File: config.mk
export PLATFORM = sky130hd
export DESIGN_NAME = lut_test_sequencer_flat
export DESIGN_NICKNAME = d
export VERILOG_FILES = /design/src/rtl/lut_test_pkg.sv /design/src/rtl/lut_test_sequencer_if.sv /design/src/rtl/lut_test_sequencer_sync_2ff.sv /design/src/rtl/lut_test_sequencer.sv /design/src/flat_wrapper.sv
export SDC_FILE = /design/constraint.sdc
export NUM_CORES = 1
export LEC_CHECK = 0
export BUFFER_PORTS_ARGS = -buffer_cell sky130_fd_sc_hd__buf_2
export CORE_ASPECT_RATIO = 1.5
export CORE_UTILIZATION = 57
export CTS_BUF_LIST = sky130_fd_sc_hd__clkbuf_8
export CTS_CLUSTER_DIAMETER = 150
export DETAILED_ROUTE_END_ITERATION = 16
export GPL_ROUTABILITY_DRIVEN = 0
export PLACE_DENSITY = 0.8
export SYNTH_ARGS = -nofsm -noshare
export SYNTH_HDL_FRONTEND = slang
export SYNTH_SLANG_ARGS = --single-unit
File: constraint.sdc
create_clock -name clk -period 2.4 [get_ports clk]
set_clock_uncertainty 0.05 [all_clocks]
set_input_delay 0.48 -clock clk [delete_from_list [all_inputs] [get_ports clk]]
set_output_delay 0.48 -clock clk [all_outputs]
set_load 0.02 [all_outputs]
File: src/rtl/lut_test_pkg.sv
// ============================================================================
// Module : lut_test_pkg
// Brief  : Shared types and helpers for the LUT test sequencer.
// Rev    : 1.0  initial release
// ============================================================================
`default_nettype none

package lut_test_pkg;

    typedef enum logic [1:0] {
        ST_IDLE   = 2'd0,
        ST_SETTLE = 2'd1,
        ST_SAMPLE = 2'd2,
        ST_FINISH = 2'd3
    } state_t;

    localparam int unsigned c_max_inputs = 6;

    function automatic int unsigned vec_count(input int unsigned n);
        return 32'd1 << n;
    endfunction

endpackage

`default_nettype wire

File: src/rtl/lut_test_sequencer_if.sv
// ============================================================================
// Module : lut_test_sequencer_if
// Brief  : Stimulus/response and result bundle of the LUT test sequencer.
// Rev    : 1.0  initial release
// ============================================================================
`default_nettype none

interface lut_test_sequencer_if #(
    parameter int N_INPUTS  = 2,
    parameter int ERR_CNT_W = 8
);
    logic                  start;
    logic [N_INPUTS-1:0]   lut_in;
    logic                  lut_out;
    logic                  busy;
    logic                  done;
    logic                  pass;
    logic [ERR_CNT_W-1:0]  err_count;
    logic [N_INPUTS-1:0]   first_err_idx;
    logic                  first_err_valid;

    modport master (
        output start,
        input  lut_in,
        output lut_out,
        input  busy, done, pass, err_count, first_err_idx, first_err_valid
    );

    modport slave (
        input  start,
        output lut_in,
        input  lut_out,
        output busy, done, pass, err_count, first_err_idx, first_err_valid
    );
endinterface

`default_nettype wire

File: src/rtl/lut_test_sequencer_sync_2ff.sv
// ============================================================================
// Module : sync_2ff
// Brief  : Two-flop synchronizer with asynchronous active-low reset.
// Rev    : 1.0  initial release
// ============================================================================
`default_nettype none

module sync_2ff (
    input  wire logic clk,
    input  wire logic rst_n,
    input  wire logic i_d,
    output logic      o_q
);
    logic r_meta;
    logic r_sync;

    always_ff @(posedge clk or negedge rst_n) begin
        if (!rst_n) begin
            r_meta <= 1'b0;
            r_sync <= 1'b0;
        end else begin
            r_meta <= i_d;
            r_sync <= r_meta;
        end
    end

    assign o_q = r_sync;
endmodule

`default_nettype wire

File: src/rtl/lut_test_sequencer.sv
// ============================================================================
// Module : lut_test_sequencer
// Brief  : Walks all LUT input vectors, samples the synchronized response and
//          scores it against an expected truth table.
// Rev    : 1.0  initial release
// ============================================================================
`default_nettype none

module lut_test_sequencer
    import lut_test_pkg::*;
#(
    parameter int                      N_INPUTS      = 2,
    parameter logic [2**N_INPUTS-1:0]  TRUTH_TABLE   = 4'b1110,
    parameter int                      SETTLE_CYCLES = 3,
    parameter int                      ERR_CNT_W     = 8
) (
    input  wire logic           clk,
    input  wire logic           rst_n,
    lut_test_sequencer_if.slave bus
);
    localparam int unsigned         c_num_vec  = vec_count(N_INPUTS);
    localparam logic [N_INPUTS:0]   c_last_idx = (N_INPUTS+1)'(c_num_vec - 1);
    localparam int                  c_cnt_w    = $clog2(SETTLE_CYCLES + 1);
    localparam logic [c_cnt_w-1:0]  c_cnt_last = c_cnt_w'(SETTLE_CYCLES - 1);

    // Two synchronizer stages plus the sample cycle need at least 3 cycles.
    generate
        if (SETTLE_CYCLES < 3) begin : g_bad_settle
            $error("SETTLE_CYCLES must be >= 3");
        end
        if (N_INPUTS < 1 || N_INPUTS > c_max_inputs) begin : g_bad_inputs
            $error("N_INPUTS must be in 1..6");
        end
    endgenerate

    state_t                 r_state, w_state_nxt;
    logic [c_cnt_w-1:0]     r_cnt;
    logic [N_INPUTS:0]      r_idx;
    logic [N_INPUTS:0]      w_idx_inc;
    logic [N_INPUTS-1:0]    r_lut_in;
    logic                   r_busy, r_done, r_pass;
    logic [ERR_CNT_W-1:0]   r_err;
    logic [N_INPUTS-1:0]    r_first_idx;
    logic                   r_first_valid;
    logic                   w_sync_out;
    logic                   w_launch, w_sample, w_mismatch, w_advance, w_finish;

    sync_2ff u_sync (
        .clk   (clk),
        .rst_n (rst_n),
        .i_d   (bus.lut_out),
        .o_q   (w_sync_out)
    );

    always_ff @(posedge clk or negedge rst_n) begin
        if (!rst_n) r_state <= ST_IDLE;
        else        r_state <= w_state_nxt;
    end

    always_comb begin
        w_state_nxt = r_state;
        unique case (r_state)
            ST_IDLE:   if (bus.start) w_state_nxt = ST_SETTLE;
            ST_SETTLE: if (r_cnt == c_cnt_last) w_state_nxt = ST_SAMPLE;
            ST_SAMPLE: w_state_nxt = (r_idx == c_last_idx) ? ST_FINISH : ST_SETTLE;
            ST_FINISH: w_state_nxt = ST_IDLE;
            default:   w_state_nxt = ST_IDLE;
        endcase
    end

    always_comb begin
        w_launch   = (r_state == ST_IDLE) && bus.start;
        w_sample   = (r_state == ST_SAMPLE);
        w_mismatch = w_sample && (w_sync_out != TRUTH_TABLE[r_idx[N_INPUTS-1:0]]);
        w_advance  = w_sample && (r_idx != c_last_idx);
        w_finish   = (r_state == ST_FINISH);
        w_idx_inc  = r_idx + (N_INPUTS+1)'(1);
    end

    always_ff @(posedge clk or negedge rst_n) begin
        if (!rst_n) begin
            r_cnt         <= '0;
            r_idx         <= '0;
            r_lut_in      <= '0;
            r_busy        <= 1'b0;
            r_done        <= 1'b0;
            r_pass        <= 1'b0;
            r_err         <= '0;
            r_first_idx   <= '0;
            r_first_valid <= 1'b0;
        end else begin
            r_busy <= (w_state_nxt != ST_IDLE);
            r_done <= w_finish;

            if (w_launch) begin
                r_cnt         <= c_cnt_w'(1);
                r_idx         <= '0;
                r_lut_in      <= '0;
                r_err         <= '0;
                r_first_idx   <= '0;
                r_first_valid <= 1'b0;
                r_pass        <= 1'b0;
            end

            if (r_state == ST_SETTLE && w_state_nxt == ST_SETTLE)
                r_cnt <= r_cnt + c_cnt_w'(1);

            if (w_mismatch) begin
                if (r_err != '1) r_err <= r_err + ERR_CNT_W'(1);
                if (!r_first_valid) begin
                    r_first_idx   <= r_idx[N_INPUTS-1:0];
                    r_first_valid <= 1'b1;
                end
            end

            // Next vector is presented on the same edge that leaves SAMPLE.
            if (w_advance) begin
                r_idx    <= w_idx_inc;
                r_lut_in <= w_idx_inc[N_INPUTS-1:0];
                r_cnt    <= c_cnt_w'(1);
            end

            if (w_finish) r_pass <= (r_err == '0);
        end
    end

    assign bus.lut_in          = r_lut_in;
    assign bus.busy            = r_busy;
    assign bus.done            = r_done;
    assign bus.pass            = r_pass;
    assign bus.err_count       = r_err;
    assign bus.first_err_idx   = r_first_idx;
    assign bus.first_err_valid = r_first_valid;
endmodule

`default_nettype wire

File: src/flat_wrapper.sv
// flat-port wrapper written by rule: the top's interface ports become plain ports
module lut_test_sequencer_flat import lut_test_pkg::*;
#(
    parameter int                      N_INPUTS      = 2,
    parameter logic [2**N_INPUTS-1:0]  TRUTH_TABLE   = 4'b1110,
    parameter int                      SETTLE_CYCLES = 3,
    parameter int                      ERR_CNT_W     = 8
)
  (clk, rst_n, bus_start, bus_lut_in, bus_lut_out, bus_busy, bus_done, bus_pass, bus_err_count, bus_first_err_idx, bus_first_err_valid);
  lut_test_sequencer_if #(.N_INPUTS(N_INPUTS), .ERR_CNT_W(ERR_CNT_W)) bus_i ();
  input  wire logic clk;
  input  wire logic rst_n;
  input wire logic [$bits(bus_i.start)-1:0] bus_start;
  output wire logic [$bits(bus_i.lut_in)-1:0] bus_lut_in;
  input wire logic [$bits(bus_i.lut_out)-1:0] bus_lut_out;
  output wire logic [$bits(bus_i.busy)-1:0] bus_busy;
  output wire logic [$bits(bus_i.done)-1:0] bus_done;
  output wire logic [$bits(bus_i.pass)-1:0] bus_pass;
  output wire logic [$bits(bus_i.err_count)-1:0] bus_err_count;
  output wire logic [$bits(bus_i.first_err_idx)-1:0] bus_first_err_idx;
  output wire logic [$bits(bus_i.first_err_valid)-1:0] bus_first_err_valid;
  assign bus_i.start = bus_start;
  assign bus_lut_in = bus_i.lut_in;
  assign bus_i.lut_out = bus_lut_out;
  assign bus_busy = bus_i.busy;
  assign bus_done = bus_i.done;
  assign bus_pass = bus_i.pass;
  assign bus_err_count = bus_i.err_count;
  assign bus_first_err_idx = bus_i.first_err_idx;
  assign bus_first_err_valid = bus_i.first_err_valid;
  lut_test_sequencer #(.N_INPUTS(N_INPUTS), .TRUTH_TABLE(TRUTH_TABLE), .SETTLE_CYCLES(SETTLE_CYCLES), .ERR_CNT_W(ERR_CNT_W)) u_core (.clk(clk), .rst_n(rst_n), .bus(bus_i));
endmodule
==> results_dict.tcl, run 1 <==
set metrics [dict create \
    seqPwrFrac_pct 45.9 \
    ant_nets 0 \
    powerDensity_mw_per_mm2 922.0 \
    fp.coreArea_mm2 0.002027 \
    synth_edf_count 0 \
    cts_max_level 1 \
    power_uw 1256 \
    ff2ff_path_depth 6 \
    final_nets 156 \
    fin_crit_sh_pct 79.40 \
    die_w_um 39.93 \
    grt_use_total_pct 24.63 \
    grt_pass1_vias 977 \
    place_ws_ns 0.5099 \
    hp-class "input pin to asynchronous set/reset pin" \
    drive_above_1_share_pct 19.31 \
    p_clk_share_pct 18.4 \
    endpoint_kind "register" \
    ys.flop_type "dfrtp_1" \
    n_antenna_cell 0 \
    pwr-share-comb_pct 35.7 \
    drt-pass1-iter-count 5 \
    vias_per_cell 6.018 \
    yosysWarningCount 0 \
    cts_sinks 23 \
    route.vias.total 1005 \
    status "complete, no violations" \
    syn_nets 138 \
    synthCells 128 \
    grt_start_max_net_pins 24 \
    wire_per_inst_um 14.88 \
    overflow 0 \
    detail_route.iter0.violations 32 \
    period_needed_ns 1.906 \
    post-route-util_pct 67.22 \
    synth_cell_types 34 \
    initial_core_util_pct 60.68 \
    path_max_fanout 6 \
    die_area_mm2 0.002351 \
    max_freq_ghz 0.5247 \
    arrival_ns 1.99 \
    p_sw_uw 486.7 \
    critPathLaunchType "register" \
    rows 20 \
    rsz0062_at_grt "false" \
    cts_setup_buffers 0 \
    fin_ws_ns 0.4943 \
    cap_violations 0 \
    finalSetupTns_ns 0 \
    crit_type "register to register" \
    drt-total-wl_mm 2.485 \
    final_cell_mix "dfrtp_1 (23), buf_2 (19), nand2_1 (16)" \
    ir_drop_mv 0.5414 \
    cts.path.max_buffers 2 \
    seq_area_frac_synth_pct 46.80 \
    clk_pin_slew_worst_paths_ns 0.08 \
    syn_area_per_cell_um2 9.609 \
    worstMarginPinSlew_ns 0.5015 \
    syn2layout_area_growth_pct 10.78 \
    clk_latency_ns 0.26 \
    finalSetupViolations 0 \
    ctsHoldBuffers 0 \
    postSynth.asyncResetShare_pct 100.0 \
    final_common_cell "dfrtp_1" \
    port_buffers 19 \
    grt_pass1_wl_mm 4.043 \
    synth_area_mm2 0.001230 \
    fin_hold_ws_ns 0.1297 \
    postCtsResizedCells 0 \
    cts-root-buf "clkbuf_8" \
    antenna_found_initial 0 \
    pin_count 20 \
    cts_inserted_buffers 3 \
    cts_tree "built" \
    drc 0 \
    die_h_um 58.89 \
    switching_share_pct 38.74 \
    slew_violations 0 \
    intPower_uw 769.6 \
    cp.required_ns 2.49 \
    dpl.hpwl_mm 1.845 \
    synth-seq-cells 23 \
    cellLeakagePower_uw 0.0006757 \
    hold_viol_final 0 \
    slew_headroom_pct 66.56 \
]
-- per-stage QoR --
step / instances / instance area [µm²]
final: 167 / 1363
after global routing: 167 / 1363
after CTS: 167 / 1363
after detailed placement: 163 / 1318
after global placement: 163 / 1318
after floorplan: 128 / 1230
-- sequential cells by signal, indices dropped and copies added, names as in the netlist --
| register | cells |
|---|---|
| u_core.bus.err_count | 8 |
| u_core.bus.first_err_idx | 2 |
| u_core.r_cnt | 2 |
| u_core.r_idx | 2 |
| u_core.r_state | 2 |
| u_core.bus.busy | 1 |
| u_core.bus.done | 1 |
| u_core.bus.first_err_valid | 1 |
| u_core.bus.lut_in | 1 |
| u_core.bus.pass | 1 |
| u_core.u_sync.o_q | 1 |
| u_core.u_sync.r_meta | 1 |
-- per-layer routing --
metal	global-route usage, %	up-vias	routed length, µm
li1	-	484	-
met1	29.40	473	1015
met2	41.01	38	1303
met3	2.264	10	82
met4	13.79	0	83
met5	0	-	0
-- power by group through the flow --
stage / sequential (µW) / combinational (µW) / clock, µW
after floorplan: 591 / 327 / 0
after global placement: 579 / 437 / 0
after detailed placement: 585 / 454 / 0
after CTS: 576 / 456 / 236
after global routing: 593 / 510 / 252
final: 577 / 448 / 231
-- final cells by class --
| type | instances | area [µm²] |
|---|---|---|
| Inverter | 8 | 30.03 |
| Tap cell | 22 | 27.53 |
| Clock inverter | 1 | 3.754 |
| Multi-Input combinational cell | 91 | 589.3 |
| Clock buffer | 3 | 41.29 |
| Timing Repair Buffer | 19 | 95.09 |
| Sequential cell | 23 | 575.6 |
| Fill cell | 169 | 664.4 |
-- cells by family after synthesis --
| family | synth area share (%) |
|---|---|
| simple gates | 22.08 |
| compound gates | 15.06 |
| flops | 46.80 |
| xor+xnor | 2.137 |
| buf+inv | 5.289 |
| fa+ha+maj | 6.104 |
| mux | 2.543 |
-- worst max-delay path, stage by stage (launching register included) --
cell and delay [ns]:
dfrtp_1 0.41, inv_1 0.09, ha_1 0.23, xor2_1 0.22
or3_4 0.43, o311ai_2 0.26, o31ai_1 0.10
-- synth_stat cells (2+ instances only) --
| master | number | share of area (%) |
|---|---|---|
| a21oi_1 | 4 | 1.6 |
| ha_1 | 6 | 6.1 |
| xnor2_1 | 2 | 1.4 |
| inv_1 | 8 | 2.4 |
| a22o_1 | 4 | 2.8 |
| or3_1 | 2 | 1.0 |
| dfrtp_1 | 23 | 47 |
| nand3b_1 | 3 | 1.8 |
| nand3_1 | 13 | 5.3 |
| o21ai_0 | 7 | 2.8 |
| mux2i_1 | 2 | 1.6 |
| nor2_1 | 7 | 2.1 |
| nand2_1 | 16 | 4.9 |
| nor4_1 | 2 | 1.0 |
| nor3_1 | 2 | 0.81 |
| buf_4 | 2 | 1.2 |
| or2_2 | 2 | 1.0 |
| nand2b_1 | 2 | 1.0 |
| o31ai_1 | 4 | 2.4 |
| buf_2 | 3 | 1.2 |
-- worst paths after layout --
check / start / end / slack, ns
worst max register to register: u_core.bus.lut_in[0] / u_core.bus.err_count[5] / 0.49
min in group clk: bus_lut_out / u_core.u_sync.r_meta / 0.27
worst min register to register: u_core.u_sync.r_meta / u_core.u_sync.o_q / 0.30
max in group asynchronous: rst_n / u_core.bus.pass / 1.83
worst min-delay path: rst_n / u_core.bus.first_err_valid / 0.13
worst max-delay path: u_core.bus.lut_in[0] / u_core.bus.err_count[5] / 0.49
(Power assumes the default switching activity.)
==> run 2, diff against run 1 <==
CORE_UTILIZATION = 52   (was 57)
PLACE_DENSITY = 0.77   (was 0.8)
clock period = 1.6 ns   (was 2.4 ns; I/O delays follow)
==> results_dict.tcl, run 2 (synthesis gave the netlist of run 1 again) <==
set metrics [dict create \
    status "complete, but fails checks" \
    violations "negative setup slack" \
    cellLeakagePower_uw 0.0007561 \
    cts.path.max_buffers 2 \
    endpoint "u_core.bus.err_count[5]" \
    reg2reg_slack_ns -0.03 \
    ff2ff_path_depth 6 \
    cts-root-buf "clkbuf_8" \
    max_freq_ghz 0.6141 \
    ir_drop_mv 1.106 \
    pin_count 20 \
    n_antenna_cell 0 \
    die_area_mm2 0.002568 \
    fin_ws_ns -0.02839 \
    crit_type "register to register" \
    intPower_uw 1292 \
    period_needed_ns 1.628 \
    overflow 0 \
    seqPwrFrac_pct 38.6 \
    vias_per_cell 5.831 \
    ant_nets 0 \
    drc 0 \
    final_nets 171 \
    fin_crit_sh_pct 101.8 \
    drive_above_1_share_pct 31.87 \
    crit_path_top_delay_cell "or3_4" \
    dpl.hpwl_mm 1.857 \
    drt-pass1-iter-count 4 \
    grt_start_max_net_pins 24 \
    final_common_cell "dfrtp_1" \
    grt_pass1_wl_mm 4.347 \
    critical_path_depth 6 \
    critPathLaunchType "register" \
    final_cell_mix "dfrtp_1 (23), buf_2 (19), nand2_1 (15)" \
    worstMarginPinSlew_ns 0.5056 \
    largest_reg_flops 8 \
    antenna_found_initial 0 \
    cp_num_buf_inv 1 \
    grt_pass1_vias 1023 \
    design_area_mm2 0.001536 \
    hold_viol_final 0 \
    r2r-end "u_core.bus.err_count[5]" \
    arrival_ns 1.73 \
    die_h_um 61.57 \
    powerDensity_mw_per_mm2 1359 \
    slew_violations 0 \
    drt-total-wl_mm 2.589 \
    fp.coreArea_mm2 0.002233 \
    cts_max_level 1 \
    cp.required_ns 1.70 \
    cp_top_family "simple AND/OR/NAND/NOR gates" \
    cp_cell_sequence "inv_2 > ha_4 > xor2_2 > or3_4 > o311ai_2 > o31ai_1" \
    endpoint_kind "register" \
    syn2layout_area_growth_pct 24.92 \
    port_buffers 19 \
    placed_cell_area_mm2 0.001419 \
    route.vias.total 1067 \
    cts_tree "built" \
    die_w_um 41.71 \
    finalSetupTns_ns -0.02839 \
    place_ws_ns -0.05704 \
    cts_inserted_buffers 3 \
    wire_per_inst_um 14.15 \
    startpoint "u_core.bus.lut_in[0]" \
    hold_depth 1 \
    slew_headroom_pct 66.29 \
    reg2reg_from "u_core.bus.lut_in[0]" \
    critical_path.max_stage_delay_ns 0.40 \
    grt_use_total_pct 22.33 \
    p_sw_uw 795.4 \
    finalSetupViolations 1 \
    cts_sinks 23 \
    rows 21 \
    clk_pin_slew_worst_paths_ns 0.08 \
    switching_share_pct 38.10 \
    initial_core_util_pct 55.07 \
    rsz0062_at_grt "true" \
    cap_violations 0 \
    pwr-share-comb_pct 44.2 \
    p_clk_share_pct 17.1 \
    hp-class "input pin to register" \
    path_max_fanout 4 \
    clk_latency_ns 0.27 \
    detail_route.iter0.violations 18 \
]
==> run 2: how the worst min path moves through the flow <==
stage,slack [ns],end,startpoint
2_1_floorplan,-0.03,u_core.bus.busy,rst_n
3_3_place_gp,0.27,u_core.bus.err_count[0],rst_n
3_5_place_dp,0.27,u_core.bus.err_count[0],rst_n
4_1_cts,0.10,u_core.u_sync.r_meta,bus_lut_out
5_1_grt,0.1,u_core.u_sync.r_meta,bus_lut_out
6_report,0.10,u_core.u_sync.r_meta,bus_lut_out
==> run 2: final cells by class <==
class	instances	area, µm²
sequential	23	575.6
fill	171	696.9
clock buffer	3	41.29
tap	23	28.78
inverter	8	30.03
clock inverter	1	3.754
multi-input combinational	91	646.9
timing repair buffer	34	210.2
==> run 2: what timing repair did <==
| action | in CTS | in global routing |
|---|---|---|
| resized for setup | 3 | 7 |
| endpoints found under the hold margin | 23 | 0 |
| hold buffers | 1 | 0 |
| pin swaps | 1 | 1 |
| setup buffers | 0 | 2 |
| cloned | 0 | 0 |
| endpoints found under the setup margin | 3 | 8 |
==> run 2: per-layer routing <==
metal	global-route usage, %	wire length [µm]
met5	0	0
met4	11.06	56
met3	3.519	71
met2	42.41	1405
met1	24.16	1056
==> run 2: through the flow <==
step | hold WS [ns] | instances | utilization, % | total power (µW)
detailed placement | 0.2699 | 176 | 63.53 | 1700
global placement | 0.2693 | 176 | 63.53 | 1653
global route | 0.09831 | 183 | 68.80 | 2239
CTS | 0.1016 | 181 | 66.55 | 2074
floorplan | -0.02559 | 128 | - | 1386
finish | 0.1049 | 183 | 68.80 | 2088
==> run 2: power groups by stage <==
stage	registers (µW)	clock network, µW	logic [µW]
after floorplan	887	0	500
after global placement	805	0	848
after detailed placement	816	0	883
after CTS	807	365	902
after global routing	820	384	1040
final	807	357	923
==> run 3, diff against run 2 <==
ABC_AREA = 1   (was not set)
==> results_dict.tcl, run 3 <==
set metrics [dict create \
    ir_drop_mv 1.148 \
    rows 21 \
    synthTopCellsByArea "dfrtp_1 (45%), nand2_1 (12%), ha_1 (5.9%)" \
    seq_area_frac_synth_pct 45.01 \
    die_w_um 42.49 \
    final_common_cell "nand2_1" \
    drt-pass1-iter-count 4 \
    detail_route.iter0.violations 20 \
    wire_per_inst_um 12.04 \
    max_freq_ghz 0.6889 \
    cts_inserted_buffers 3 \
    n_antenna_cell 0 \
    crit_type "register to register" \
    dpl.hpwl_mm 1.774 \
    final_nets 180 \
    pin_count 20 \
    cp.required_ns 1.70 \
    drt-total-wl_mm 2.311 \
    synth_top_area_share_pct 45.01 \
    design_area_mm2 0.001438 \
    cts.path.max_buffers 2 \
    r2r-end "u_core.bus.first_err_idx[1]" \
    drc 0 \
    final_cell_mix "nand2_1 (40), dfrtp_1 (23), buf_2 (19)" \
    synth_edf_count 0 \
    ant_nets 0 \
    grt_use_total_pct 20.15 \
    syn_nets 158 \
    slew_violations 0 \
    synth_most_common_cell "nand2_1" \
    fp.coreArea_mm2 0.002286 \
    p_sw_uw 771.8 \
    yosysWarningCount 0 \
    die_h_um 62.74 \
    cap_violations 0 \
    n_fill_cell 200 \
    finalSetupViolations 0 \
    slew_headroom_pct 66.01 \
    status "complete, no violations" \
    worstMarginPinSlew_ns 0.5098 \
    final_cell_count_no_fill 192 \
    pwr-share-comb_pct 39.1 \
    startpoint "u_core.r_idx[1]" \
    path_max_fanout 8 \
    cts-root-buf "clkbuf_8" \
    placed_cell_area_mm2 0.001379 \
    yosysTopAreaCell "dfrtp_1" \
    cts_sinks 23 \
    die_area_mm2 0.002666 \
    endpoint_kind "register" \
    ff2ff_path_depth 9 \
    cts_max_level 1 \
    intPower_uw 1146 \
    cellLeakagePower_uw 0.0007649 \
    postSynth.asyncResetShare_pct 100.0 \
    dp.cells 187 \
    synth_common_cells "nand2_1 (40), dfrtp_1 (23), inv_1 (17)" \
    reg2reg_slack_ns 0.15 \
    synthCells 148 \
    reg2reg_from "u_core.r_idx[1]" \
    arrival_ns 1.55 \
    antenna_found_initial 0 \
    route.vias.total 1033 \
    ys.flop_type "dfrtp_1" \
    rsz0062_at_grt "false" \
    seqPwrFrac_pct 42.5 \
    cts_setup_buffers 0 \
    port_buffers 19 \
    syn2layout_area_growth_pct 12.43 \
    clk_latency_ns 0.26 \
    powerDensity_mw_per_mm2 1334 \
    largest_reg_flops 8 \
    synth-seq-cells 23 \
    critPathLaunchType "register" \
    cts_tree "built" \
    syn_area_per_cell_um2 8.640 \
    synth_area_mm2 0.001279 \
    hp-class "input pin to register" \
    period_needed_ns 1.452 \
    grt_pass1_wl_mm 4.160 \
    hold_viol_final 0 \
    fin_crit_sh_pct 90.72 \
    grt_start_max_net_pins 24 \
    endpoint "u_core.bus.first_err_idx[1]" \
    initial_core_util_pct 55.94 \
    finalSetupTns_ns 0 \
    grt_pass1_vias 1027 \
    vias_per_cell 5.380 \
    synth_cell_types 30 \
    overflow 0 \
    clk_pin_slew_worst_paths_ns 0.08 \
    post-route-util_pct 62.89 \
    drive_above_1_share_pct 27.22 \
    p_clk_share_pct 18.4 \
    switching_share_pct 40.25 \
]
run 3: timing repair:
item | CTS | global route
resized for setup | 0 | 3
endpoints found under the setup margin | 0 | 7
endpoints found under the hold margin | 23 | 0
hold buffers | 1 | 0
run 3: power by group through the flow:
stage,registers [µW],logic (µW),clock network (µW)
after floorplan,897,501,0
after global placement,814,729,0
after detailed placement,826,743,0
after CTS,815,753,361
after global routing,833,850,385
final,814,750,353
run 3: area by class of cell:
| type | count | area (µm²) | area share (%) |
|---|---|---|---|
| timing repair buffer | 21 | 112.6 | 7.833 |
| sequential | 23 | 575.6 | 40.03 |
| clock inverter | 1 | 3.754 | 0.2611 |
| tap | 23 | 28.78 | 2.002 |
| clock buffer | 3 | 41.29 | 2.872 |
| inverter | 23 | 91.34 | 6.353 |
| multi-input combinational | 98 | 584.3 | 40.64 |
run 3: worst min-delay path by stage:
| stage | from | to | cells after the start |
|---|---|---|---|
| after global routing | bus_lut_out | u_core.u_sync.r_meta | 1 |
| after floorplan | rst_n | u_core.bus.busy | 0 |
| after detailed placement | rst_n | u_core.u_sync.r_meta | 1 |
| final | bus_lut_out | u_core.u_sync.r_meta | 1 |
| after global placement | rst_n | u_core.u_sync.r_meta | 1 |
| after CTS | bus_lut_out | u_core.u_sync.r_meta | 1 |
run 3: critical path, stage by stage (launching register included):
cell and delay, ns:
dfrtp_1 0.41, inv_1 0.10, ha_1 0.17, inv_1 0.04, nand2_1 0.09, nand3_4 0.13
inv_6 0.12, nand2_2 0.08, nand3_1 0.08, o21ai_1 0.07
run 3: metal layers:
metal	vias to the layer above	GRT usage [%]	wire [µm]
met1	491	23.65	962
met3	5	2.890	72
met4	0	9.375	48
met5	-	0	0
met2	23	35.19	1227
li1	514	-	-
run 3: stage by stage:
step	hold WS, ns	power (µW)	worst slack [ns]
detailed placement	0.2697	1570	0.1112
finish	0.1072	1918	0.1485
global route	0.1008	2068	0.006795
CTS	0.1056	1929	0.09721
floorplan	-0.02559	1399	0.1753
global placement	0.2626	1543	0.1793
run 3: logic make-up after synthesis:
kind of cell	count (synthesis)	synth area share (%)
adder cells (fa/ha/maj)	6	5.871
flip-flops	23	45.01
buffers and inverters	27	9.294
XOR/XNOR	2	1.370
AND/OR/NAND/NOR	76	31.41
AO/OA/AOI/OAI	14	7.045
